==> config.mk <==
export PLATFORM = sky130hd
export DESIGN_NAME = axi4l_wb_bridge
export DESIGN_NICKNAME = d
export VERILOG_FILES = /design/src/rtl/axi4l_wb_bridge.sv
export SDC_FILE = /design/constraint.sdc
export NUM_CORES = 1
export LEC_CHECK = 0
export CORE_ASPECT_RATIO = 0.5
export CORE_UTILIZATION = 40
export CTS_CLUSTER_SIZE = 30
export DETAILED_ROUTE_END_ITERATION = 12
export PLACE_DENSITY = 0.77
export SLEW_MARGIN = 5
export SYNTH_ARGS = -nofsm -noshare
export SYNTH_HDL_FRONTEND = slang
export SYNTH_SLANG_ARGS = --single-unit
==> constraint.sdc <==
create_clock -name clk_i -period 3.7 [get_ports clk_i]
set_clock_uncertainty 0.1 [all_clocks]
set_input_delay 0.37 -clock clk_i [delete_from_list [all_inputs] [get_ports clk_i]]
set_output_delay 0.37 -clock clk_i [all_outputs]
set_load 0.05 [all_outputs]
==> src/rtl/axi4l_wb_bridge.sv <==
// Pipelined Wishbone slave to AXI4-Lite master bridge with one outstanding
// transaction and an optional response timeout.
module axi4l_wb_bridge #(
    parameter int ADDR_WIDTH = 12,
    parameter int DATA_WIDTH = 32,
    parameter int TIMEOUT    = 255
) (
    input  logic                                         clk_i,
    input  logic                                         rst_i,
    input  logic                                         wb_cyc_i,
    input  logic                                         wb_stb_i,
    input  logic [ADDR_WIDTH-$clog2(DATA_WIDTH/8)-1:0]   wb_adr_i,
    input  logic [DATA_WIDTH/8-1:0]                      wb_sel_i,
    input  logic                                         wb_we_i,
    input  logic [DATA_WIDTH-1:0]                        wb_dat_i,
    output logic                                         wb_ack_o,
    output logic                                         wb_err_o,
    output logic                                         wb_stall_o,
    output logic [DATA_WIDTH-1:0]                        wb_dat_o,
    output logic                                         blk_awvalid_o,
    input  logic                                         blk_awready_i,
    output logic [ADDR_WIDTH-1:0]                        blk_awaddr_o,
    output logic                                         blk_wvalid_o,
    input  logic                                         blk_wready_i,
    output logic [DATA_WIDTH-1:0]                        blk_wdata_o,
    output logic [DATA_WIDTH/8-1:0]                      blk_wstrb_o,
    input  logic                                         blk_bvalid_i,
    output logic                                         blk_bready_o,
    input  logic [1:0]                                   blk_bresp_i,
    output logic                                         blk_arvalid_o,
    input  logic                                         blk_arready_i,
    output logic [ADDR_WIDTH-1:0]                        blk_araddr_o,
    input  logic                                         blk_rvalid_i,
    output logic                                         blk_rready_o,
    input  logic [DATA_WIDTH-1:0]                        blk_rdata_i,
    input  logic [1:0]                                   blk_rresp_i
);

    localparam int AL      = $clog2(DATA_WIDTH/8);
    localparam int SW      = DATA_WIDTH/8;
    localparam int WAW     = ADDR_WIDTH - AL;
    localparam int CW      = (TIMEOUT > 1) ? $clog2(TIMEOUT) : 1;
    localparam int TO_LAST = (TIMEOUT > 0) ? TIMEOUT - 1 : 0;
    localparam logic [CW-1:0] TO_LAST_C = CW'(TO_LAST);

    typedef enum logic [2:0] {
        S_IDLE  = 3'd0,
        S_WADDR = 3'd1,
        S_WRESP = 3'd2,
        S_RADDR = 3'd3,
        S_RDATA = 3'd4
    } state_e;

    state_e            state_q, state_d;
    logic [CW-1:0]     count_q, count_d;
    logic [WAW-1:0]    adr_q, adr_d;
    logic [SW-1:0]     sel_q, sel_d;
    logic [DATA_WIDTH-1:0] dat_q, dat_d;
    logic [DATA_WIDTH-1:0] rdata_q, rdata_d;
    logic              awvalid_q, awvalid_d;
    logic              wvalid_q, wvalid_d;
    logic              arvalid_q, arvalid_d;
    logic              bready_q, bready_d;
    logic              rready_q, rready_d;
    logic              ack_q, ack_d;
    logic              err_q, err_d;
    logic              stall_q, stall_d;
    logic              timeout_s;
    logic              unused_s;

    // Only resp[1] distinguishes success from failure; EXOKAY counts as OK.
    assign unused_s  = ^{blk_bresp_i[0], blk_rresp_i[0]};
    assign timeout_s = (TIMEOUT > 0) && (count_q == TO_LAST_C);

    // Next-state, handshake and response-pulse logic.
    always_comb begin
        state_d   = state_q;
        adr_d     = adr_q;
        sel_d     = sel_q;
        dat_d     = dat_q;
        rdata_d   = rdata_q;
        awvalid_d = awvalid_q;
        wvalid_d  = wvalid_q;
        arvalid_d = arvalid_q;
        bready_d  = 1'b0;
        rready_d  = 1'b0;
        ack_d     = 1'b0;
        err_d     = 1'b0;

        if (state_q == S_IDLE) begin
            count_d = '0;
        end else if (count_q == TO_LAST_C) begin
            count_d = count_q;
        end else begin
            count_d = count_q + CW'(1);
        end

        case (state_q)
            S_IDLE: begin
                if (wb_cyc_i && wb_stb_i) begin
                    adr_d = wb_adr_i;
                    sel_d = wb_sel_i;
                    dat_d = wb_dat_i;
                    if (wb_we_i) begin
                        state_d   = S_WADDR;
                        awvalid_d = 1'b1;
                        wvalid_d  = 1'b1;
                    end else begin
                        state_d   = S_RADDR;
                        arvalid_d = 1'b1;
                    end
                end else begin
                    state_d = S_IDLE;
                end
            end
            S_WADDR: begin
                if (timeout_s) begin
                    state_d   = S_IDLE;
                    awvalid_d = 1'b0;
                    wvalid_d  = 1'b0;
                    err_d     = wb_cyc_i;
                end else begin
                    // AW and W retire independently; move on once both are gone.
                    awvalid_d = awvalid_q & ~blk_awready_i;
                    wvalid_d  = wvalid_q & ~blk_wready_i;
                    if (!(awvalid_q & ~blk_awready_i) && !(wvalid_q & ~blk_wready_i)) begin
                        state_d  = S_WRESP;
                        bready_d = 1'b1;
                    end else begin
                        state_d  = S_WADDR;
                    end
                end
            end
            S_WRESP: begin
                if (blk_bvalid_i) begin
                    state_d = S_IDLE;
                    ack_d   = wb_cyc_i & ~blk_bresp_i[1];
                    err_d   = wb_cyc_i & blk_bresp_i[1];
                end else if (timeout_s) begin
                    state_d = S_IDLE;
                    err_d   = wb_cyc_i;
                end else begin
                    state_d  = S_WRESP;
                    bready_d = 1'b1;
                end
            end
            S_RADDR: begin
                if (timeout_s) begin
                    state_d   = S_IDLE;
                    arvalid_d = 1'b0;
                    err_d     = wb_cyc_i;
                end else if (blk_arready_i) begin
                    state_d   = S_RDATA;
                    arvalid_d = 1'b0;
                    rready_d  = 1'b1;
                end else begin
                    state_d   = S_RADDR;
                end
            end
            S_RDATA: begin
                if (blk_rvalid_i) begin
                    state_d = S_IDLE;
                    rdata_d = blk_rdata_i;
                    ack_d   = wb_cyc_i & ~blk_rresp_i[1];
                    err_d   = wb_cyc_i & blk_rresp_i[1];
                end else if (timeout_s) begin
                    state_d = S_IDLE;
                    err_d   = wb_cyc_i;
                end else begin
                    state_d  = S_RDATA;
                    rready_d = 1'b1;
                end
            end
            default: begin
                state_d   = S_IDLE;
                awvalid_d = 1'b0;
                wvalid_d  = 1'b0;
                arvalid_d = 1'b0;
            end
        endcase

        stall_d = (state_d != S_IDLE);
    end

    // State and output registers; reset abandons any transaction in flight.
    always_ff @(posedge clk_i or posedge rst_i) begin
        if (rst_i) begin
            state_q   <= S_IDLE;
            count_q   <= '0;
            adr_q     <= '0;
            sel_q     <= '0;
            dat_q     <= '0;
            rdata_q   <= '0;
            awvalid_q <= 1'b0;
            wvalid_q  <= 1'b0;
            arvalid_q <= 1'b0;
            bready_q  <= 1'b0;
            rready_q  <= 1'b0;
            ack_q     <= 1'b0;
            err_q     <= 1'b0;
            stall_q   <= 1'b0;
        end else begin
            state_q   <= state_d;
            count_q   <= count_d;
            adr_q     <= adr_d;
            sel_q     <= sel_d;
            dat_q     <= dat_d;
            rdata_q   <= rdata_d;
            awvalid_q <= awvalid_d;
            wvalid_q  <= wvalid_d;
            arvalid_q <= arvalid_d;
            bready_q  <= bready_d;
            rready_q  <= rready_d;
            ack_q     <= ack_d;
            err_q     <= err_d;
            stall_q   <= stall_d;
        end
    end

    assign wb_ack_o      = ack_q;
    assign wb_err_o      = err_q;
    assign wb_stall_o    = stall_q;
    assign wb_dat_o      = rdata_q;
    assign blk_awvalid_o = awvalid_q;
    assign blk_awaddr_o  = {adr_q, {AL{1'b0}}};
    assign blk_wvalid_o  = wvalid_q;
    assign blk_wdata_o   = dat_q;
    assign blk_wstrb_o   = sel_q;
    assign blk_bready_o  = bready_q;
    assign blk_arvalid_o = arvalid_q;
    assign blk_araddr_o  = {adr_q, {AL{1'b0}}};
    assign blk_rready_o  = rready_q;

endmodule

# [After elaboration in Yosys (flattened, before gate mapping)]
# Cells that the tools add are included.
[totals] output_inout_bits=100 ram_bits=0 wordCells=90 input_bits=92 latchBits=0 ff_bits=97 memories=0 mem_bits_ro=0
[classes] order_cmp=0 mux=40 multipliers=0 reduce_logical=13 div=0 bitwise=12 eq_ne=10 shift=0 addsub=1
[ops] op="2-to-1 mux 1 bit" n=20
[ops] op="2-to-1 mux 8 bit" n=2
[ops] op="2-to-1 mux 3 bit" n=5
[ops] op="one-hot mux 3 bit (5 select lines)" n=1
[ops] op="one-hot mux 1 bit (3 select lines)" n=4
[ops] op="2-to-1 mux 2 bit" n=5
[ops] op="adder 8 x 1 -> 8 bit (second input constant)" n=1
[ops] op="equality test 8 bit (second input constant)" n=1
[ops] op="AND 1 bit" n=6
[ops] op="equality test 3 x 2 -> 1 bit (second input constant)" n=2
[ops] op="inverter 1 bit" n=6
[ops] op="one-hot mux 1 bit (2 select lines)" n=3
[ops] op="OR reduction 3 bit" n=2
[ops] op="inequality test 2 x 1 -> 1 bit (second input constant)" n=2
[ops] op="inequality test 2 bit (second input constant)" n=2
[ops] op="AND reduction 2 bit" n=2
[ops] op="AND reduction 4 bit" n=1
[ops] op="equality test 3 x 1 -> 1 bit (second input constant)" n=1
[ops] op="equality test 3 bit (second input constant)" n=1
[ops] op="zero test 3 bit" n=1
[ops] op="inequality test 3 bit (second input constant)" n=1
[ops] op="AND reduction 3 bit" n=1
[ops] op="nonzero test 3 bit" n=1
[ops] op="logical AND 1 bit" n=2
[ops] op="2 further kinds" n=3

# [Logic depth before layout (Yosys ltp)]
# Gate-level depths: netlist of the first run.
[depth] word_depth=8 ltp_mapped=7 depth_no_buf=6

# [Worst setup path after synthesis of the first run]
# No wires, ideal clock.
[synth_timing] path_type="reg-to-reg" startpoint="reg state_q[1]" endpoint="reg rdata_q[1], in the netlist wb_dat_o[1]" period_less_slack_ns=1.680 path_slack_ns=2.020 stages_incl_launch_ff=6 path_buffers=3 required_ns=3.475 arrival_ns=1.455 setup_ns=0.125 cell_sequence="dfrtp_1 > buf_2 > nor4bb_1 > buf_4 > buf_6 > mux2_2"
[synth_via] elab_chain_cells=2
[synth_lines] item="start: declaration" line_no="54" source="state_e state_q, state_d;"
[synth_lines] item="start signal: assignment" line_no="203" source="state_q <= state_d;"
[synth_lines] item="equality test 3 bit" line_no="98" source="case (state_q)"
[synth_lines] item="AND reduction 2 bit (no line)"
[synth_lines] item="end signal: assignment" line_no="208" source="rdata_q <= rdata_d;"
[synth_lines] item="end: declaration" line_no="59" source="logic [DATA_WIDTH-1:0] rdata_q, rdata_d;"
# No other way between the ends.
# A chain may end at the register's enable or synchronous reset.

# [Final worst setup path of the first run]
[layout_timing] startpoint="reg adr_q[3]" endpoint="out blk_awaddr_o[5]"
[layout_rtl] item="start: declaration" line_no="56" source="logic [WAW-1:0] adr_q, adr_d;"
[layout_rtl] item="start signal: assignment" line_no="205" source="adr_q <= adr_d;"
[layout_rtl] item="end: declaration" line_no="22" source="output logic [ADDR_WIDTH-1:0] blk_awaddr_o,"
# No word-level cell between the ends.

==> metrics.md, run 1 <==
| Metric | Value |
|---|---|
| Critical-path cell list | clkdlybuf4s50_1 |
| Die Footprint | 10700 um^2 |
| Initial DRC count | 255 |
| Crit. End Element | primary output |
| Placed Area | 5940 um^2 |
| Setup violations, final | 0 |
| Pre-antenna DRT Iters | 4 |
| CTS Buf Count | 9 |
| DRC | 0 |
| Power per cell area | 1030 nW/um^2 |
| Postcts setup bufs | 0 |
| Post-Syn Instances | 385 |
| Kind of critical path | register to primary output |
| Net load switching power | 3.04 mW |
| Gate power share | 0.547 |
| Vias in the first global route | 3300 |
| Clock Path Buffers | 2 |
| P_leak | 2.90 nW |
| Total track usage | 0.196 |
| Core area | 9700 um^2 |
| Global route overflow | 0 |
| Post-Syn Area per Cell | 10.7 um^2 |
| Sequential area share after synthesis | 0.590 |
| Startpoint Class | register |
| Max Slew Vio Count | 0 |
| Die Height | 73.7 um |
| Synthesized area | 4110 um^2 |
| Post-CTS Resized | 0 |
| Largest net degree at the start of global routing | 57 |
| Via-per-instance ratio | 4.74 |
| Hold-fix buffers at CTS | 0 |
| Drt total wl | 10100 um |
| Top Ports | 192 |
| Sequential power share | 0.278 |
| Delay-heaviest family, CP | buffers and inverters |
| Antenna-violating nets left | 0 |
| Internal power component | 3.43 mW |
| CP Buf/Inv Count | 1 |
| Vias | 3298 |
| Commonest cells after routing, fill and taps aside | clkdlybuf4s50_1 (185), nand2_1 (146), dfrtp_1 (97) |
| Initial antenna violation count | 0 |
| Num rows | 25 |
| GP Congestion | 0.763 |
| H-tree depth | 3 |
| Setup total negative slack | 0 ns |
| Top_reg_cell synth | dfrtp_1 |
| Fin crit share | 0.550 |
| Max-Cap Viols | 0 |
| VDD IR max | 477 uV |
| Post-DP HPWL | 7310 um |
| TritonCTS clock tree | done |
| Rel. slew slack | 0.553 |
| Register bit total from synthesis | 97 |
| Ys Warns | 0 |
| Root Buffer Master | clkbuf_16 |
| Async set-reset flop share out of synthesis | 1.00 |
| Clock power frac | 0.175 |
| Wirelength per Cell | 14.5 um |
| Post-place setup slack | 1.48 ns |
| Starting density of the core | 0.424 |
| Worst-margin pin slew | 0.671 ns |
| Setup ws final | 1.66 ns |
| Critical Path Stages | 1 |
| Clock sink count | 97 |
| Final Hold Fails | 0 |
| Worst path slowest cell | clkdlybuf4s50_1 |
| Diode count | 0 |
| Data arrival, critical path | 1.57 ns |
| Critical path origin | adr_q[3]$_DFFE_PP0N_ |
| CP max stage delay | 0.83 ns |
| Sw Share | 0.470 |
| Clk slew on worst S/H paths | 0.06 ns |
| RR Startpoint | state_q[0]$_DFF_PP0_ |
| Die W | 145 um |
| EDFF count, synth | 0 |
| Layout cells sized above 1 | 0.0802 |
| Worst Path Max Fanout | 3 |
| First-pass GRT wire length | 16500 um |
| Commonest non-fill, non-tap cell in the layout | clkdlybuf4s50_1 |
| Hold depth | 2 |
| Hold Path Class | register to register |
| Buffers on Ports | 185 |
| Outcome | complete, no violations |
| Final #Nets | 650 |
| Final Cell Area | 6310 um^2 |
| Setup repair after global routing missed its margin | no |
| Area Overhead vs Synth | 53.4% |
| Final critical-path required period | 2.04 ns |
| Worst r2r path cells | 5 |
| Clock Latency Late Sink | 0.33 ns |
| Synth unique cells | 46 |
| Fmax | 491 MHz |
| Min-delay src | blk_wdata_o[26]$_DFFE_PP0N_ |
| CP required | 3.23 ns |
## synthesized netlist by cell type (2+ instances only)
cell      instances  area (um^2)
nand2b_1          3         18.8
buf_2             3         15.0
nand3_1           2         10.0
buf_6             9          101
dfrtp_1          97         2430
a21o_1            3         22.5
o21ai_0           2         10.0
or3_1             3         18.8
buf_4            17          128
and2_1            2         12.5
inv_1             6         22.5
mux2_2           17          191
nor2_1           10         37.5
mux2_1           15          169
a32o_1            2         20.0
a31oi_1           4         25.0
a211o_1           2         17.5
nor3_1            2         10.0
a41oi_1           3         26.3
o311ai_0          2         17.5
a21oi_1           4         20.0
xnor2_1           3         26.3
ha_1              2         25.0
nand2_1         146          548
clkbuf_1          4         15.0
and3_1            2         12.5
## routing by layer
metal	part of all wire	track usage	vias up
met2	0.53	0.359	86
met4	0.021	0.0690	0
met3	0.042	0.0453	21
li1	-	-	1581
met5	0	0	-
met1	0.40	0.232	1610
## state kept, by name, summed over array words and instances (netlist names), 3 cells and up
register,count
count_q,8
adr_q,10
blk_wdata_o,32
blk_wstrb_o,4
wb_dat_o,32
state_q,3
## logic make-up (layout without fill, tap and decap cells)
| kind of cell | Yosys count | in the layout | share of synthesized area |
|---|---|---|---|
| fa+ha+maj | 2 | 2 | 0.00608 |
| mux | 32 | 32 | 0.0876 |
| other cells | 1 | 4 | 0.000912 |
| flops | 97 | 97 | 0.590 |
| compound gates | 26 | 26 | 0.0459 |
| simple gates | 184 | 184 | 0.192 |
| buf+inv | 39 | 212 | 0.0684 |
| xor+xnor | 4 | 4 | 0.00852 |
## worst register-to-register path: stages, from the launching register on
cell,delay (ns)
dfrtp_1,0.57
nor3_4,0.41
and3_1,0.21
buf_4,0.42
nand2_1,0.14
nand2_1,0.08
## power by group through the flow
stage | Combinational, mW | Clock, mW | Sequential [mW]
final | 3.54 | 1.13 | 1.80
after global routing | 3.70 | 1.20 | 1.87
after CTS | 3.57 | 1.15 | 1.81
after detailed placement | 3.56 | 0 | 1.82
after global placement | 3.53 | 0 | 1.80
after floorplan | 0.906 | 0 | 3.31
## worst paths after layout
| path | end | slack, ns |
|---|---|---|
| min in group asynchronous | adr_q[5]$_DFFE_PP0N_ | 0.39 |
| max in group asynchronous | wb_dat_o[18]$_DFFE_PP0P_ | 2.37 |
| worst max-delay path | blk_awaddr_o[5] | 1.66 |
| worst max register to register | blk_wdata_o[8]$_DFFE_PP0N_ | 1.70 |
| worst min-delay path | blk_wdata_o[26]$_DFFE_PP0N_ | 0.38 |
| worst min register to register | blk_wdata_o[26]$_DFFE_PP0N_ | 0.38 |
## layout make-up
class	instances	area, um^2
fillers	776	3390
flip-flops and latches	97	2430
repair buffers	190	1890
multi-input cells	252	1430
clock buffers	9	225
well taps	135	169
clock inverters	7	141
inverters	6	25.0
## through the flow
stage	util	total power [mW]	hold WS [ns]	instances
CTS	0.650	6.53	0.377	696
global route	0.650	6.78	0.403	696
global placement	0.613	5.33	0.357	680
finish	0.650	6.48	0.376	696
detailed placement	0.613	5.38	0.361	680
floorplan	-	4.21	0.375	388
Power figures use the tool's default switching activity.
==> inputs of run 2 (changes only) <==
CORE_UTILIZATION = 37   (was 40)
PLACE_DENSITY = 0.75   (was 0.77)
clock period = 1.72 ns   (was 3.7 ns; I/O delays follow)
==> run 2 against run 1 <==
  * First-iteration DRC count decreased by 37%
  * Cell count increased by 3.7%
  * Global-route usage decreased by 0.68 points
  * Flip-flop and latch count unchanged
  * Critical endpoint is now wb_dat_o[28]$_DFFE_PP0P_
  * Highest routed layer unchanged
==> metrics.md, run 2 (synthesis results as in run 1) <==
| Metric | Value |
|---|---|
| Num rows | 26 |
| RR Startpoint | state_q[1]$_DFF_PP0_ |
| Power per cell area | 2120 nW/um^2 |
| Final #Nets | 672 |
| Reg-to-Reg End | wb_dat_o[28]$_DFFE_PP0P_ |
| Die W | 151 um |
| Buffers on Ports | 185 |
| Hold Path Class | input pin to asynchronous set/reset pin |
| Final Power | 13.4 mW |
| VDD IR max | 717 uV |
| Vias | 3382 |
| Worst r2r path cells | 4 |
| Initial antenna violation count | 0 |
| Final Cell Area | 6310 um^2 |
| Hold-fix buffers at CTS | 0 |
| Critical path origin | state_q[1]$_DFF_PP0_ |
| Kind of critical path | register to register |
| Layout cells sized above 1 | 0.290 |
| P_leak | 3.14 nW |
| Register-to-register setup slack | 0.06 ns |
| Outcome | complete, no violations |
| Root Buffer Master | clkbuf_16 |
| Commonest cells after routing, fill and taps aside | nand2_1 (146), buf_4 (114), dfrtp_1 (96) |
| Post-DP HPWL | 7840 um |
| Top Ports | 192 |
| Crit. End Element | register |
| Die Footprint | 11600 um^2 |
| Vias in the first global route | 3384 |
| Max-Cap Viols | 0 |
| Startpoint Class | register |
| Core area | 10500 um^2 |
| Commonest non-fill, non-tap cell in the layout | nand2_1 |
| GP Congestion | 0.815 |
| Area Overhead vs Synth | 53.5% |
| Setup total negative slack | 0 ns |
| Die Height | 76.6 um |
| DRC | 0 |
| First-pass GRT wire length | 17000 um |
| Fmax | 603 MHz |
| Worst Path Max Fanout | 17 |
| Post-place setup slack | -0.169 ns |
| Placed Area | 5930 um^2 |
| Wirelength per Cell | 14.9 um |
| Clock Path Buffers | 2 |
| TritonCTS clock tree | done |
| Diode count | 0 |
| Global route overflow | 0 |
| Layout fillers | 875 |
| Post-layout util | 0.601 |
| Clock Latency Late Sink | 0.34 ns |
| Final Non-Filler Cells | 722 |
| Pre-antenna DRT Iters | 4 |
| Final critical-path required period | 1.66 ns |
| Hold WS | 0.140 ns |
| CP required | 1.84 ns |
| Worst-margin pin slew | 0.531 ns |
| Starting density of the core | 0.391 |
| Antenna-violating nets left | 0 |
| Largest net degree at the start of global routing | 48 |
| Rel. slew slack | 0.645 |
| Placed cell count | 703 |
| Initial DRC count | 160 |
| H-tree depth | 3 |
| Setup repair after global routing missed its margin | no |
| Fin crit share | 0.964 |
| Drt total wl | 10800 um |
| Worst setup endpoint | wb_dat_o[28]$_DFFE_PP0P_ |
| Setup violations, final | 0 |
| CTS Buf Count | 9 |
| Via-per-instance ratio | 4.68 |
| Data arrival, critical path | 1.78 ns |
| Final Hold Fails | 0 |
| Clock sink count | 97 |
| Setup ws final | 0.0614 ns |
| Max Slew Vio Count | 0 |
| Clk slew on worst S/H paths | 0.07 ns |
| Total track usage | 0.189 |
==> run 2: cell count changes in the layout (fill, tap and decap cells not counted), sizes merged <==
cell	before	now
clkinv	1	2
buf	5	121
bufinv	4	1
clkinvlp	1	2
clkbuf	9	12
clkdlybuf4s50	185	89
inv	7	6
==> run 2: timing repair <==
item                                    CTS  global route
endpoints found under the setup margin    1            57
buffers inserted                          0             2
gates cloned                              0             2
hold endpoints to repair                  0             0
pin swaps                                 0             1
resized for setup                         1            10
==> run 2: worst min path at each step <==
stage / slack (ns) / depth (start not counted) / to
floorplan: 0.18 / 2 / adr_q[0]$_DFFE_PP0N_
global placement: 0.36 / 2 / blk_wstrb_o[2]$_DFFE_PP0N_
detailed placement: 0.36 / 2 / blk_wdata_o[2]$_DFFE_PP0N_
CTS: 0.14 / 2 / blk_wdata_o[28]$_DFFE_PP0N_
global route: 0.16 / 2 / wb_dat_o[11]$_DFFE_PP0P_
finish: 0.14 / 2 / wb_dat_o[11]$_DFFE_PP0P_
==> run 2: critical path, stage by stage (launching register included) <==
cell and delay, ns:
dfrtp_1 0.45, nor4bb_4 0.27, buf_4 0.18, clkbuf_16 0.19
mux2_1 0.34
==> run 2: cell type report <==
cell class	count	area [um^2]	area share
inverter	6	26.3	0.00416
timing repair buffer	212	1940	0.307
multi-input combinational	252	1460	0.232
sequential	97	2430	0.385
tap	140	175	0.0277
clock buffer	10	229	0.0363
clock inverter	5	56.3	0.00892
==> run 2: power breakdown <==
group | total (mW) | switching (mW) | leakage (nW) | internal [mW]
Clock | 1.95 | 0.830 | 0.139 | 1.12
Sequential | 3.86 | 0.591 | 1.23 | 3.27
Combinational | 7.58 | 5.20 | 1.78 | 2.38
==> run 2: metal layers <==
layer,GRT usage,routed length (um)
met5,0,0
met4,0.0760,240
met1,0.224,4450
met3,0.0455,556
met2,0.329,5530
